[config.mk]
export PLATFORM = sky130hd
export DESIGN_NAME = bird_trail_buffer
export DESIGN_NICKNAME = d
export VERILOG_FILES = /design/src/rtl/trail_pkg.sv /design/src/rtl/trail_hit_test.sv /design/src/rtl/bird_trail_buffer.sv
export SDC_FILE = /design/constraint.sdc
export NUM_CORES = 1
export LEC_CHECK = 0
export CAP_MARGIN = 20
export CORE_ASPECT_RATIO = 1.75
export CORE_MARGIN = 3
export CORE_UTILIZATION = 45
export DETAILED_ROUTE_END_ITERATION = 10
export MAX_ROUTING_LAYER = met4
export PLACE_DENSITY = 0.6
export SLEW_MARGIN = 5
export SYNTH_ARGS = -nofsm -noshare
export SYNTH_HDL_FRONTEND = slang
export SYNTH_SLANG_ARGS = --single-unit
[constraint.sdc]
create_clock -name clk -period 19.36 [get_ports clk]
set_clock_uncertainty 0.05 [all_clocks]
set_input_delay 2.904 -clock clk [delete_from_list [all_inputs] [get_ports clk]]
set_output_delay 2.904 -clock clk [all_outputs]
set_load 0.02 [all_outputs]
[src/rtl/trail_pkg.sv]
`default_nettype none
// ============================================================================
// Module   : trail_pkg (package)
// Purpose  : Shared types and helpers for the bird trail buffer.
//            - trail_state_t : recorder state encoding (IDLE/RECORD/HOLD)
//            - calc_w()      : bit width needed to index n items (minimum 1);
//                              gives AGE_W = $clog2(NUM_DOTS) for NUM_DOTS >= 2
// Revision : 1.0  initial release
// ============================================================================
package trail_pkg;

  typedef enum logic [1:0] {
    IDLE   = 2'd0,
    RECORD = 2'd1,
    HOLD   = 2'd2
  } trail_state_t;

  function automatic int calc_w(input int n);
    int w;
    w = 1;
    while ((1 << w) < n) w++;
    return w;
  endfunction

endpackage
`default_nettype wire

[src/rtl/trail_hit_test.sv]
`default_nettype none
// ============================================================================
// Module   : trail_hit_test
// Purpose  : Combinational per-pixel hit test against all trail dots, with a
//            minimum-age encoder so the newest overlapping dot wins.
// Ports    : i_valid  - per-entry valid bits
//            i_dotX/Y - per-entry dot top-left (signed)
//            i_wrPtr  - ring write pointer (next slot to be written)
//            i_pixelX/Y - current scan pixel (signed)
//            o_hit    - pixel lies inside at least one valid dot
//            o_age    - minimum age among hits, 0 when no hit
// Revision : 1.0  initial release
// ============================================================================
module trail_hit_test
  import trail_pkg::*;
#(
  parameter int NUM_DOTS = 8,
  parameter int DOT_SIZE = 4,
  parameter int COORD_W  = 11
) (
  input  logic [NUM_DOTS-1:0]          i_valid,
  input  logic signed [COORD_W-1:0]    i_dotX [NUM_DOTS],
  input  logic signed [COORD_W-1:0]    i_dotY [NUM_DOTS],
  input  logic [$clog2(NUM_DOTS)-1:0]  i_wrPtr,
  input  logic signed [COORD_W-1:0]    i_pixelX,
  input  logic signed [COORD_W-1:0]    i_pixelY,
  output logic                         o_hit,
  output logic [$clog2(NUM_DOTS)-1:0]  o_age
);

  localparam int AGE_W = calc_w(NUM_DOTS);
  localparam logic signed [COORD_W:0] c_size = (COORD_W+1)'(DOT_SIZE);

  // One extra bit of headroom so dot+size near the edge cannot wrap.
  logic signed [COORD_W:0] w_px;
  logic signed [COORD_W:0] w_py;
  logic [NUM_DOTS-1:0]     w_hitVec;
  logic [AGE_W-1:0]        w_ageVec [NUM_DOTS];
  logic                    w_found;
  logic [AGE_W-1:0]        w_best;

  assign w_px = {i_pixelX[COORD_W-1], i_pixelX};
  assign w_py = {i_pixelY[COORD_W-1], i_pixelY};

  for (genvar i = 0; i < NUM_DOTS; i++) begin : g_dot
    logic signed [COORD_W:0] w_x;
    logic signed [COORD_W:0] w_y;
    assign w_x = {i_dotX[i][COORD_W-1], i_dotX[i]};
    assign w_y = {i_dotY[i][COORD_W-1], i_dotY[i]};
    assign w_hitVec[i] = i_valid[i] &&
                         (w_px >= w_x) && (w_px < w_x + c_size) &&
                         (w_py >= w_y) && (w_py < w_y + c_size);
    // Slot written last has age 0; wraps naturally as NUM_DOTS is a power of two.
    assign w_ageVec[i] = i_wrPtr - AGE_W'(1) - AGE_W'(i);
  end

  always_comb begin
    w_found = 1'b0;
    w_best  = '0;
    for (int i = 0; i < NUM_DOTS; i++) begin
      if (w_hitVec[i] && (!w_found || (w_ageVec[i] < w_best))) begin
        w_found = 1'b1;
        w_best  = w_ageVec[i];
      end
    end
  end

  assign o_hit = w_found;
  assign o_age = w_best;

endmodule
`default_nettype wire

[src/rtl/bird_trail_buffer.sv]
`default_nettype none
// ============================================================================
// Module   : bird_trail_buffer
// Purpose  : Records the slingshot bird's centre every SAMPLE_FRAMES frames in
//            a NUM_DOTS ring buffer and answers per-pixel trail queries with
//            one clock of latency, including an age rank for fading.
// Ports    : clk, resetN (async, active-low)
//            i_startOfFrame - one-cycle pulse per frame
//            i_birdX/Y      - bird top-left (signed)
//            i_birdActive   - bird in flight (level)
//            i_collision    - bird collision
//            i_clearTrail   - synchronous clear request
//            i_pixelX/Y     - scan pixel (signed)
//            o_trailDR      - registered: pixel on a valid dot
//            o_dotAge       - registered: age of newest hit dot, 0 = newest
//            o_dotCount     - number of valid dots
// Revision : 1.0  initial release
// ============================================================================
module bird_trail_buffer
  import trail_pkg::*;
#(
  parameter int NUM_DOTS          = 8,
  parameter int SAMPLE_FRAMES     = 3,
  parameter int DOT_SIZE          = 4,
  parameter int CENTER_OFFSET     = 8,
  parameter int COORD_W           = 11,
  parameter int KEEP_ON_COLLISION = 1
) (
  input  logic                        clk,
  input  logic                        resetN,
  input  logic                        i_startOfFrame,
  input  logic signed [COORD_W-1:0]   i_birdX,
  input  logic signed [COORD_W-1:0]   i_birdY,
  input  logic                        i_birdActive,
  input  logic                        i_collision,
  input  logic                        i_clearTrail,
  input  logic signed [COORD_W-1:0]   i_pixelX,
  input  logic signed [COORD_W-1:0]   i_pixelY,
  output logic                        o_trailDR,
  output logic [$clog2(NUM_DOTS)-1:0] o_dotAge,
  output logic [$clog2(NUM_DOTS):0]   o_dotCount
);

  localparam int AGE_W = calc_w(NUM_DOTS);
  localparam int FC_W  = calc_w(SAMPLE_FRAMES);
  localparam logic signed [COORD_W:0] c_sampleOfs = (COORD_W+1)'(CENTER_OFFSET - DOT_SIZE/2);
  localparam logic [FC_W-1:0]         c_lastFrame = FC_W'(SAMPLE_FRAMES - 1);
  localparam logic [AGE_W:0]          c_full      = (AGE_W+1)'(NUM_DOTS);

  trail_state_t r_state, w_next;

  logic [NUM_DOTS-1:0]        r_valid;
  logic signed [COORD_W-1:0]  r_dotX [NUM_DOTS];
  logic signed [COORD_W-1:0]  r_dotY [NUM_DOTS];
  logic [AGE_W-1:0]           r_wrPtr;
  logic [FC_W-1:0]            r_frameCnt;
  logic [AGE_W:0]             r_dotCount;
  logic                       r_birdActPrev;
  logic                       r_trailDR;
  logic [AGE_W-1:0]           r_dotAge;

  logic                       w_clear;
  logic                       w_write;
  logic                       w_frameInc;
  logic signed [COORD_W-1:0]  w_sampX;
  logic signed [COORD_W-1:0]  w_sampY;
  logic                       w_hit;
  logic [AGE_W-1:0]           w_age;

  // Dot top-left = bird centre minus half a dot, wrapped back to COORD_W.
  assign w_sampX = COORD_W'({i_birdX[COORD_W-1], i_birdX} + c_sampleOfs);
  assign w_sampY = COORD_W'({i_birdY[COORD_W-1], i_birdY} + c_sampleOfs);

  always_comb begin
    w_next     = r_state;
    w_clear    = 1'b0;
    w_write    = 1'b0;
    w_frameInc = 1'b0;
    if (i_clearTrail) begin
      w_next  = IDLE;
      w_clear = 1'b1;
    end else begin
      case (r_state)
        IDLE: begin
          w_clear = 1'b1;
          if (i_birdActive) w_next = RECORD;
        end
        RECORD: begin
          // Ending the flight takes precedence over a same-cycle sample.
          if (i_collision || !i_birdActive) begin
            if (KEEP_ON_COLLISION != 0) begin
              w_next = HOLD;
            end else begin
              w_next  = IDLE;
              w_clear = 1'b1;
            end
          end else if (i_startOfFrame) begin
            if (r_frameCnt == c_lastFrame) w_write    = 1'b1;
            else                           w_frameInc = 1'b1;
          end
        end
        HOLD: begin
          if (i_birdActive && !r_birdActPrev) begin
            w_next  = IDLE;
            w_clear = 1'b1;
          end
        end
        default: begin
          w_next  = IDLE;
          w_clear = 1'b1;
        end
      endcase
    end
  end

  always_ff @(posedge clk or negedge resetN) begin
    if (!resetN) begin
      r_state       <= IDLE;
      r_valid       <= '0;
      r_wrPtr       <= '0;
      r_frameCnt    <= '0;
      r_dotCount    <= '0;
      r_birdActPrev <= 1'b0;
      r_trailDR     <= 1'b0;
      r_dotAge      <= '0;
    end else begin
      r_state       <= w_next;
      r_birdActPrev <= i_birdActive;
      r_trailDR     <= w_hit;
      r_dotAge      <= w_age;
      if (w_clear) begin
        r_valid    <= '0;
        r_wrPtr    <= '0;
        r_frameCnt <= '0;
        r_dotCount <= '0;
      end else if (w_write) begin
        r_valid[r_wrPtr] <= 1'b1;
        r_wrPtr          <= r_wrPtr + AGE_W'(1);
        r_frameCnt       <= '0;
        if (r_dotCount != c_full) r_dotCount <= r_dotCount + (AGE_W+1)'(1);
      end else if (w_frameInc) begin
        r_frameCnt <= r_frameCnt + FC_W'(1);
      end
    end
  end

  // Coordinates are qualified by r_valid, so they need no reset.
  always_ff @(posedge clk) begin
    if (w_write) begin
      r_dotX[r_wrPtr] <= w_sampX;
      r_dotY[r_wrPtr] <= w_sampY;
    end
  end

  trail_hit_test #(
    .NUM_DOTS (NUM_DOTS),
    .DOT_SIZE (DOT_SIZE),
    .COORD_W  (COORD_W)
  ) u_hit (
    .i_valid  (r_valid),
    .i_dotX   (r_dotX),
    .i_dotY   (r_dotY),
    .i_wrPtr  (r_wrPtr),
    .i_pixelX (i_pixelX),
    .i_pixelY (i_pixelY),
    .o_hit    (w_hit),
    .o_age    (w_age)
  );

  assign o_trailDR  = r_trailDR;
  assign o_dotAge   = r_dotAge;
  assign o_dotCount = r_dotCount;

endmodule
`default_nettype wire
Yosys cells after proc, flatten, opt, wreduce, memory -nomap -nowiden --
Index checks and enable logic that the tools add are counted.
Storage, ports and cells: bits in registers 200, input bits 50, output and inout bits 8, word-level logic and storage cells 220
Cells by class: add/subtract/negate cells 29, order comparisons 43, equality and inequality tests 7, multiplexer cells 50, bitwise operators 2, reductions and logical operators 65
Operators with widths (number):
- 11-bit by 4-bit adder with 12-bit output (second input constant) | 16
- 11-bit by 12-bit < comparator with 1-bit output | 16
- 88-bit bitwise mux | 2
- 11-bit >= comparator | 16
- 1-bit logical AND | 42
- 11-bit demux with 3-bit select | 1
- 3-bit 2-to-1 mux | 10
- 11-bit by 4-bit adder with 11-bit output (second input constant) | 2
- 3-bit < comparator | 7
- 1-bit 2-to-1 mux | 21
- 8-bit 2-to-1 mux | 2
- 2-bit 2-to-1 mux | 7
- 4-bit 2-to-1 mux | 3
- 3-bit subtractor (second input constant) | 4
- 11-bit 2-to-1 mux | 1
- 1-bit logical NOT | 9
- 3-bit != test (second input constant) | 3
- 1-bit logical OR | 8
- 8-bit bitwise OR | 1
- 2-bit one-hot mux with 3 select lines | 1
- 3-bit by 1-bit subtractor with 3-bit output (second input constant) | 2
- 3-bit by 2-bit subtractor with 3-bit output (second input constant) | 2
- 4-bit by 1-bit adder with 4-bit output (second input constant) | 1
- 2-bit == test (second input constant) | 2
- 16 further kinds | 17

Logic depth before layout (Yosys ltp) --
Gate-level depths: netlist (run 1).
word-level depth 34, depth in mapped cells 60, depth with buffers taken out 60

Hierarchy --
A second synthesis (run 1) with hierarchy kept.
Second synthesis, totals: cell total of the unflattened synthesis 1801, area total of the unflattened synthesis 17899.7 µm²
Modules (own cells, without submodules):
- trail_hit_test | times used 1, cells each 1480, area an instance 11188.2 µm², sequential area each 0.0 µm²
- bird_trail_buffer | times used 1, cells each 321, area an instance 6711.4 µm², sequential area each 5885.6 µm²

Worst setup path before layout (run 1) --
No wires, ideal clock.
path type input port to flip-flop, start point in i_pixelY[0], end point reg r_dotAge[1], in the netlist o_dotAge[1], setup time 0.120 ns, arrival 12.250 ns, data required time 19.190 ns, slack 6.940 ns, cell stages on the path 52, path buffers 0, cell sequence inv_1 -> ha_1 -> nand2b_1 -> a2111oi_0 -> nor3_1 -> o2111a_1 -> and4_4 -> nand2_1 -> ha_1 -> a31o_2 -> nand4_1 -> a32oi_1 -> ha_1 -> a21oi_1 -> and2_1 -> o31ai_1 -> mux2i_1 -> inv_1 -> [... 16 more ...] -> o21a_4 -> a21oi_1 -> o22ai_1 -> inv_1 -> ha_1 -> a21o_1 -> a21oi_1 -> o21a_1 -> o21ai_1 -> mux2_4 -> ha_1 -> o21ai_0 -> a211oi_1 -> o31ai_1 -> o21ai_1 -> a21o_1 -> nand2_1 -> a31o_1
Between the ends: word-level cells in the longest chain between the ends 32, elaborated cells on any way between the ends 75, those cells by class order compare: 23; mux: 15; reduce/logical: 37
RTL lines:
- start, declared | RTL line bird_trail_buffer.sv:38 | input logic signed [COORD_W-1:0] i_pixelY,
- 11-bit >= comparator | RTL line trail_hit_test.sv:52 | (w_py >= w_y) && (w_py < w_y + c_size);
- 1-bit logical AND | RTL line trail_hit_test.sv:51 | (w_px >= w_x) && (w_px < w_x + c_size) &&
- 1-bit logical AND | RTL line trail_hit_test.sv:52
- 3-bit 2-to-1 mux / 1-bit 2-to-1 mux (equally long branches) | RTL line trail_hit_test.sv:61 | if (w_hitVec[i] && (!w_found || (w_ageVec[i] < w_best))) begin
- 3-bit < comparator / 1-bit logical NOT (equally long branches) | RTL line trail_hit_test.sv:61
- 1-bit logical OR | RTL line trail_hit_test.sv:61
- 1-bit logical AND | RTL line trail_hit_test.sv:61
- 3-bit 2-to-1 mux / 1-bit 2-to-1 mux (equally long branches) | RTL line trail_hit_test.sv:61
- [... 17 more ...]
- 1-bit logical OR | RTL line trail_hit_test.sv:61
- 1-bit logical AND | RTL line trail_hit_test.sv:61
- 3-bit 2-to-1 mux / 1-bit 2-to-1 mux (equally long branches) | RTL line trail_hit_test.sv:61
- 3-bit < comparator / 1-bit logical NOT (equally long branches) | RTL line trail_hit_test.sv:61
- 1-bit logical OR | RTL line trail_hit_test.sv:61
- 1-bit logical AND | RTL line trail_hit_test.sv:61
- 3-bit 2-to-1 mux * | RTL line trail_hit_test.sv:61
- named net u_hit.o_age[1] | RTL line trail_hit_test.sv:28 | output logic [$clog2(NUM_DOTS)-1:0] o_age
- end signal, assigned | RTL line bird_trail_buffer.sv:130 | r_dotAge <= w_age;
- end, declared | RTL line bird_trail_buffer.sv:60 | logic [AGE_W-1:0] r_dotAge;
The timed path passes the listed nets; every way through them passes the cells marked *. A chain may end at the register's enable or synchronous reset.

Final worst setup path (run 1) --
start point in i_pixelX[10], end point reg r_dotAge[1], in the netlist o_dotAge[1]
Between the ends: word-level cells in the longest chain between the ends 34, elaborated cells on any way between the ends 91, those cells by class order compare: 23; mux: 15; reduce/logical: 53
RTL lines:
- start, declared | RTL line bird_trail_buffer.sv:37 | input logic signed [COORD_W-1:0] i_pixelX,
- 11-bit >= comparator | RTL line trail_hit_test.sv:51
- 1-bit logical AND | RTL line trail_hit_test.sv:50 | assign w_hitVec[i] = i_valid[i] &&
- 1-bit logical AND (2 in a row) | RTL line trail_hit_test.sv:51
- 1-bit logical AND | RTL line trail_hit_test.sv:52
- 3-bit 2-to-1 mux / 1-bit 2-to-1 mux (equally long branches) | RTL line trail_hit_test.sv:61
- 3-bit < comparator / 1-bit logical NOT (equally long branches) | RTL line trail_hit_test.sv:61
- 1-bit logical OR | RTL line trail_hit_test.sv:61
- 1-bit logical AND | RTL line trail_hit_test.sv:61
- [... 18 more ...]
- 1-bit logical OR | RTL line trail_hit_test.sv:61
- 1-bit logical AND | RTL line trail_hit_test.sv:61
- 3-bit 2-to-1 mux / 1-bit 2-to-1 mux (equally long branches) | RTL line trail_hit_test.sv:61
- 3-bit < comparator / 1-bit logical NOT (equally long branches) | RTL line trail_hit_test.sv:61
- 1-bit logical OR | RTL line trail_hit_test.sv:61
- 1-bit logical AND | RTL line trail_hit_test.sv:61
- 3-bit 2-to-1 mux * | RTL line trail_hit_test.sv:61
- named net u_hit.o_age[1] | RTL line trail_hit_test.sv:28
Marked as above.

==> reports/qor.csv, run 1 <==
metric;value;unit
worst r2r path cells;57;
Worst setup SP type;primary input;
mapped cell area;0.0177;mm^2
Pint;722;uW
CORE AREA;0.0386;mm^2
setup TNS;0;ns
PD cells;49.9;mW/mm^2
hold buffer count at CTS;0;
CP required;19.67;ns
sequential share of power;47.8;%
Final Hold Viols;0;
WL/cell;20.6;um
Sw Share;27.0;%
critical path peak fanout;24;
cts repair resizes;0;
Avg Cell Area, Syn;9.85;um^2
initial antenna violation count;0;
Seq cells post-synth;200;
Critical Path Slowest Stage Cell;clkdlybuf4s50_1;
RSZ-0062 raised after global routing;false;
area added between synthesis and finish;12.1;%
total global-route track usage;24.6;%
P_leak;0.00865;uW
CTS Buf Count;17;
I/O pin count;58;
Pins Over Slew Limit;0;
Setup crit end;o_dotAge[1];
minimum clock period;14.33;ns
via count;14100;
Primary FF master, synth;edfxtp_1;
grt ovf;0;
CP top delay family;compound AO/OA/AOI/OAI gates;
H-tree depth;4;
status;finished, final reports clean;
Final nets;2326;
CTS tree;yes;
Setup CP Type;primary input to flop;
maximum buffer depth of the clock tree;2;
register area;0.00589;mm^2
clk root buf;clkbuf_16;
wire length of the first global-routing pass;77000;um
Worst-Margin Slew;0.977;ns
internal reg-to-reg setup slack;6.97;ns
register area share after synthesis;33.3;%
Net Sw Power;266;uW
Routed WL;49500;um
Slowest Stage Delay on Critical Path;0.46;ns
Worst Setup End Kind;flop;
Worst slew margin;34.5;%
GPL Wtd Cong;0.973;
max_cap viols;0;
post-synth net total;2216;
largest net degree at the start of global routing;25;
clock power share;38.5;%
drt via density;5.86;
Initial Util;45.7;%
CP arrival;14.64;ns
footprint of the multi-input gates;0.0109;mm^2
post-CTS setup buffer count;0;
Levels on crit path;54;
Port-buffer cells;57;
Rows;95;
clock latency on the worst-skew pair;0.47;ns
Post-synth EDFFs;176;
number of fillers in the final layout;3538;
detailed placer's ending HPWL;38200;um
number of global-route vias before repair;14300;
CTS sink cnt;200;
post-synthesis async set-or-reset flop share;12.0;%
layout cell share with drive strength beyond 1;5.43;%
Final setup viols;0;
worst hold path class;flop to flop;
ANT nets after route;0;
n_diodes;0;
worst reg2reg endpoint;o_dotAge[1];
top achievable clock speed;69.8;MHz
Total Power;988;uW
Final Util;51.3;%
Comb pwr share;13.7;%
DRT iter0 DRCs;713;
Die Ht;268;um
DRC violations left;0;
Yosys cell types;80;
worst setup path startpoint;i_pixelX[10];
Max VDD drop;0.0000665;V
chip width;156;um
Final Cycle Share;74.0;%
clock transition at the registers of the reported paths;0.07;ns
Mapped Cells;1793;
die area;0.0418;mm^2
CP Buf/Inv Count;4;
CP dominant cell by count;ha_1;
1st-pass router iterations;5;
Ys Warns;0;
worst r2r src;r_dotX[81];
worst register-to-register path: cells and delay by family (launching register included):
family,cells,cell delay [ns]
AO/OA/AOI/OAI,33,6.68
adder cells (fa/ha/maj),8,2.46
buffers and inverters,3,0.25
flip-flops,1,0.42
multiplexers,2,0.68
AND/OR/NAND/NOR,11,1.75
routing by layer:
layer	GRT usage, %	up-vias	wire length (um)
met3	2.42	118	1500
met5	-	-	0
met4	11.7	0	2480
met2	44.9	318	26100
li1	-	6853	-
met1	26.6	6773	19400
power by group through the flow:
stage | sequential, uW | clock [uW] | combinational [uW]
after global placement | 482 | 0 | 131
after global routing | 472 | 403 | 151
after CTS | 472 | 386 | 136
after detailed placement | 482 | 0 | 135
final | 472 | 380 | 135
after floorplan | 482 | 0 | 65.9
synth_stat cells, drive strengths merged (24+ instances only):
cell type,instances,share of area [%]
a21o,29,1.2
a21oi,66,1.9
dfrtp,24,3.4
edfxtp,176,30
ha,373,26
inv,229,4.9
nand2,81,1.7
nand3,112,3.2
nand4,29,1.0
nor2,93,2.0
nor3,41,1.2
o21a,27,1.2
o21ai,71,2.0
xnor2,128,6.3
layout make-up:
type | instances | area share (%)
clock buffer | 17 | 2.15
multi-input combinational | 1353 | 55.2
timing repair buffer | 101 | 4.55
clock inverter | 15 | 0.947
sequential | 200 | 29.7
tap | 485 | 3.06
inverter | 230 | 4.36
placed cells by master, fill, tap and decap left out, drive strengths merged, types with 57 or more instances in the layout:
cell / instances
ha: 373
inv: 235
edfxtp: 176
xnor2: 128
nand3: 112
nor2: 93
nand2: 81
o21ai: 71
a21oi: 66
clkdlybuf4s50: 57
logic make-up (layout without fill, tap and decap cells):
logic type / count (synthesis) / count (layout) / share of synthesized area [%]
buf+inv: 240 / 363 / 5.12
xor+xnor: 136 / 136 / 6.74
fa+ha+maj: 373 / 373 / 26.4
simple gates: 482 / 482 / 14.0
flops: 200 / 200 / 33.3
compound gates: 354 / 354 / 13.9
mux: 8 / 8 / 0.510
metrics by stage:
stage	worst slack (ns)	area [um^2]	hold WS, ns	instances
3_5_place_dp	4.69	19200	0.416	2369
3_3_place_gp	4.97	19200	0.394	2368
2_1_floorplan	6.94	17700	0.378	1793
5_1_grt	4.30	19800	0.447	2401
6_report	5.03	19800	0.419	2401
4_1_cts	5.17	19800	0.426	2401
flip-flops by register name (all words and copies together), names as in the netlist:
register	cells
r_state	2
o_dotCount	4
r_frameCnt	2
r_dotX	88
o_trailDR	1
r_birdActPrev	1
r_wrPtr	3
o_dotAge	3
r_dotY	88
r_valid	8
worst min path at each step:
stage / start / to / slack [ns] / cells past startpoint
floorplan: r_state[0] / r_state[0] / 0.38 / 1
global placement: r_state[0] / r_state[0] / 0.39 / 1
detailed placement: r_state[0] / r_state[0] / 0.42 / 1
CTS: r_state[0] / r_state[0] / 0.43 / 1
global route: r_state[0] / r_state[0] / 0.45 / 1
finish: r_state[0] / r_state[0] / 0.42 / 1
Note: power is estimated with default switching activity, not from simulation.
==> run 2, diff against run 1 <==
PLACE_DENSITY = 0.62   (was 0.6)
clock period = 12.25 ns   (was 19.36 ns; I/O delays follow)
==> run 2 against run 1 <==
First-iteration DRC count is 22% higher; cell count is 2.3% higher; via count is 1.6% higher; combinational power is 66% higher; core utilization is 1.4 points higher; worst setup slack got worse by 4.5 ns; cell area increased by 2.8%; register-to-register slack worse by 6.1 ns.
==> reports/qor.csv, run 2 (synthesis gave the netlist of run 1 again) <==
metric;value;unit;change
status;finished, final reports clean;;unchanged
clk root buf;clkbuf_16;;unchanged
wire length of the first global-routing pass;79200;um;was 77000 um
area added between synthesis and finish;15.2;%;was 12.1%
DRC violations left;0;;unchanged
CORE AREA;0.0386;mm^2;unchanged
Levels on crit path;51;;was 54
Port-buffer cells;57;;unchanged
most frequent cells in the layout;ha_1 (371), inv_1 (229), edfxtp_1 (176);;was ha_1 (373), inv_1 (229), edfxtp_1 (176)
GPL Wtd Cong;0.937;;was 0.973
clock latency on the worst-skew pair;0.47;ns;about the same
CP top delay family;compound AO/OA/AOI/OAI gates;;unchanged
setup TNS;0;ns;unchanged
1st-pass router iterations;5;;unchanged
WL/cell;20.8;um;was 20.6 um
CTS tree;yes;;unchanged
top flop regs;r_dotX: 88 flops, r_dotY: 88 flops, r_valid: 8 flops;;unchanged
top achievable clock speed;85.0;MHz;
Die Ht;268;um;unchanged
Critical Path Slowest Stage Cell;clkdlybuf4s50_1;;unchanged
number of global-route vias before repair;14900;;was 14300
Max VDD drop;0.0000987;V;was 0.0000665 V
n_diodes;0;;unchanged
Final setup viols;0;;unchanged
Worst-Margin Slew;1.09;ns;was 0.977 ns
Worst setup SP type;primary input;;unchanged
total global-route track usage;25.5;%;was 24.6%
CP dominant cell by count;ha_1;;unchanged
initial antenna violation count;0;;unchanged
max_cap viols;0;;unchanged
Pins Over Slew Limit;0;;unchanged
Final Cycle Share;96.0;%;
DRT iter0 DRCs;869;;was 713
number of fillers in the final layout;3481;;was 3538
CTS sink cnt;200;;unchanged
worst r2r path cells;55;;was 57
Final Util;52.7;%;was 51.3%
grt ovf;0;;unchanged
drt via density;5.82;;was 5.86
largest net degree at the start of global routing;25;;unchanged
die area;0.0418;mm^2;unchanged
CP Buf/Inv Count;4;;unchanged
CP required;12.55;ns;was 19.67 ns
Initial Util;45.7;%;unchanged
CTS Buf Count;17;;unchanged
maximum buffer depth of the clock tree;2;;unchanged
PD cells;75.5;mW/mm^2;was 49.9 mW/mm^2
Setup CP Type;primary input to flop;;unchanged
minimum clock period;11.76;ns;
I/O pin count;58;;unchanged
clock transition at the registers of the reported paths;0.07;ns;about the same
worst hold path class;flop to flop;;unchanged
chip width;156;um;unchanged
Final Hold Viols;0;;unchanged
Worst Setup End Kind;flop;;unchanged
Routed WL;51200;um;was 49500 um
Final nets;2381;;was 2326
P_leak;0.00901;uW;was 0.00865 uW
Hold Path Cell Cnt;1;;unchanged
Worst slew margin;26.8;%;was 34.5%
layout cell share with drive strength beyond 1;9.08;%;was 5.43%
ANT nets after route;0;;unchanged
Slowest Stage Delay on Critical Path;0.50;ns;was 0.46 ns
commonest non-fill, non-tap cell in the layout;ha_1;;unchanged
H-tree depth;4;;unchanged
via count;14300;;was 14100
CP arrival;12.06;ns;was 14.64 ns
detailed placer's ending HPWL;40800;um;was 38200 um
critical path peak fanout;4;;was 24
Rows;95;;unchanged
[run 2: area by class of cell]
class	count	area [um^2]	area share, %
clock buffers	17	425	2.09
well taps	485	607	2.98
inverters	230	863	4.24
flip-flops and latches	200	5890	28.9
repair buffers	156	1340	6.60
multi-input cells	1353	11100	54.4
clock inverters	15	161	0.793
[run 2: metal layers]
| layer | routed length [um] | global-route usage (%) | vias to the layer above |
|---|---|---|---|
| li1 | - | - | 6965 |
| met1 | 18700 | 25.1 | 6838 |
| met2 | 27800 | 48.0 | 310 |
| met3 | 1370 | 2.47 | 173 |
| met4 | 3320 | 14.8 | 0 |
| met5 | 0 | - | - |
[run 2: worst register-to-register path, delay by kind of cell, from the launching register on]
family / cells / cell delay [ns]
AO/OA/AOI/OAI: 28 / 5.22
adder cells (fa/ha/maj): 8 / 2.55
AND/OR/NAND/NOR: 12 / 2.02
buffers and inverters: 4 / 0.46
flip-flops: 1 / 0.42
multiplexers: 2 / 0.35
XOR/XNOR: 1 / 0.16
[run 2: timing repair]
item,CTS,global route
setup buffers,0,5
resized for setup,0,39
hold buffers,0,0
endpoints found under the setup margin,0,3
[run 2: path summary, 6_finish.rpt]
path                              from           to  slack [ns]
max                        i_pixelX[2]  o_dotAge[1]        0.49
min                         r_state[0]   r_state[0]        0.41
max reg2reg                 r_dotX[81]  o_dotAge[1]        0.87
min reg2reg                 r_state[0]   r_state[0]        0.41
max in group asynchronous       resetN   r_valid[7]       10.16
min in group asynchronous       resetN  o_dotAge[0]        1.71
[run 2: metrics by stage]
step	cell area (um^2)	instances	worst slack, ns	hold WS [ns]	power, uW
after floorplan	17700	1793	0.897	0.378	866
final	20400	2456	0.491	0.414	1540
after CTS	20200	2451	0.173	0.414	1550
after detailed placement	19600	2419	-0.235	0.404	985
after global routing	20400	2456	-0.101	0.450	1600
after global placement	19600	2419	0.00518	0.396	980
[run 2: where the power goes]
group / internal, uW / switching, uW
sequential: 746 / 0.295
clock: 289 / 278
combinational: 89.5 / 135
total: 1120 / 413
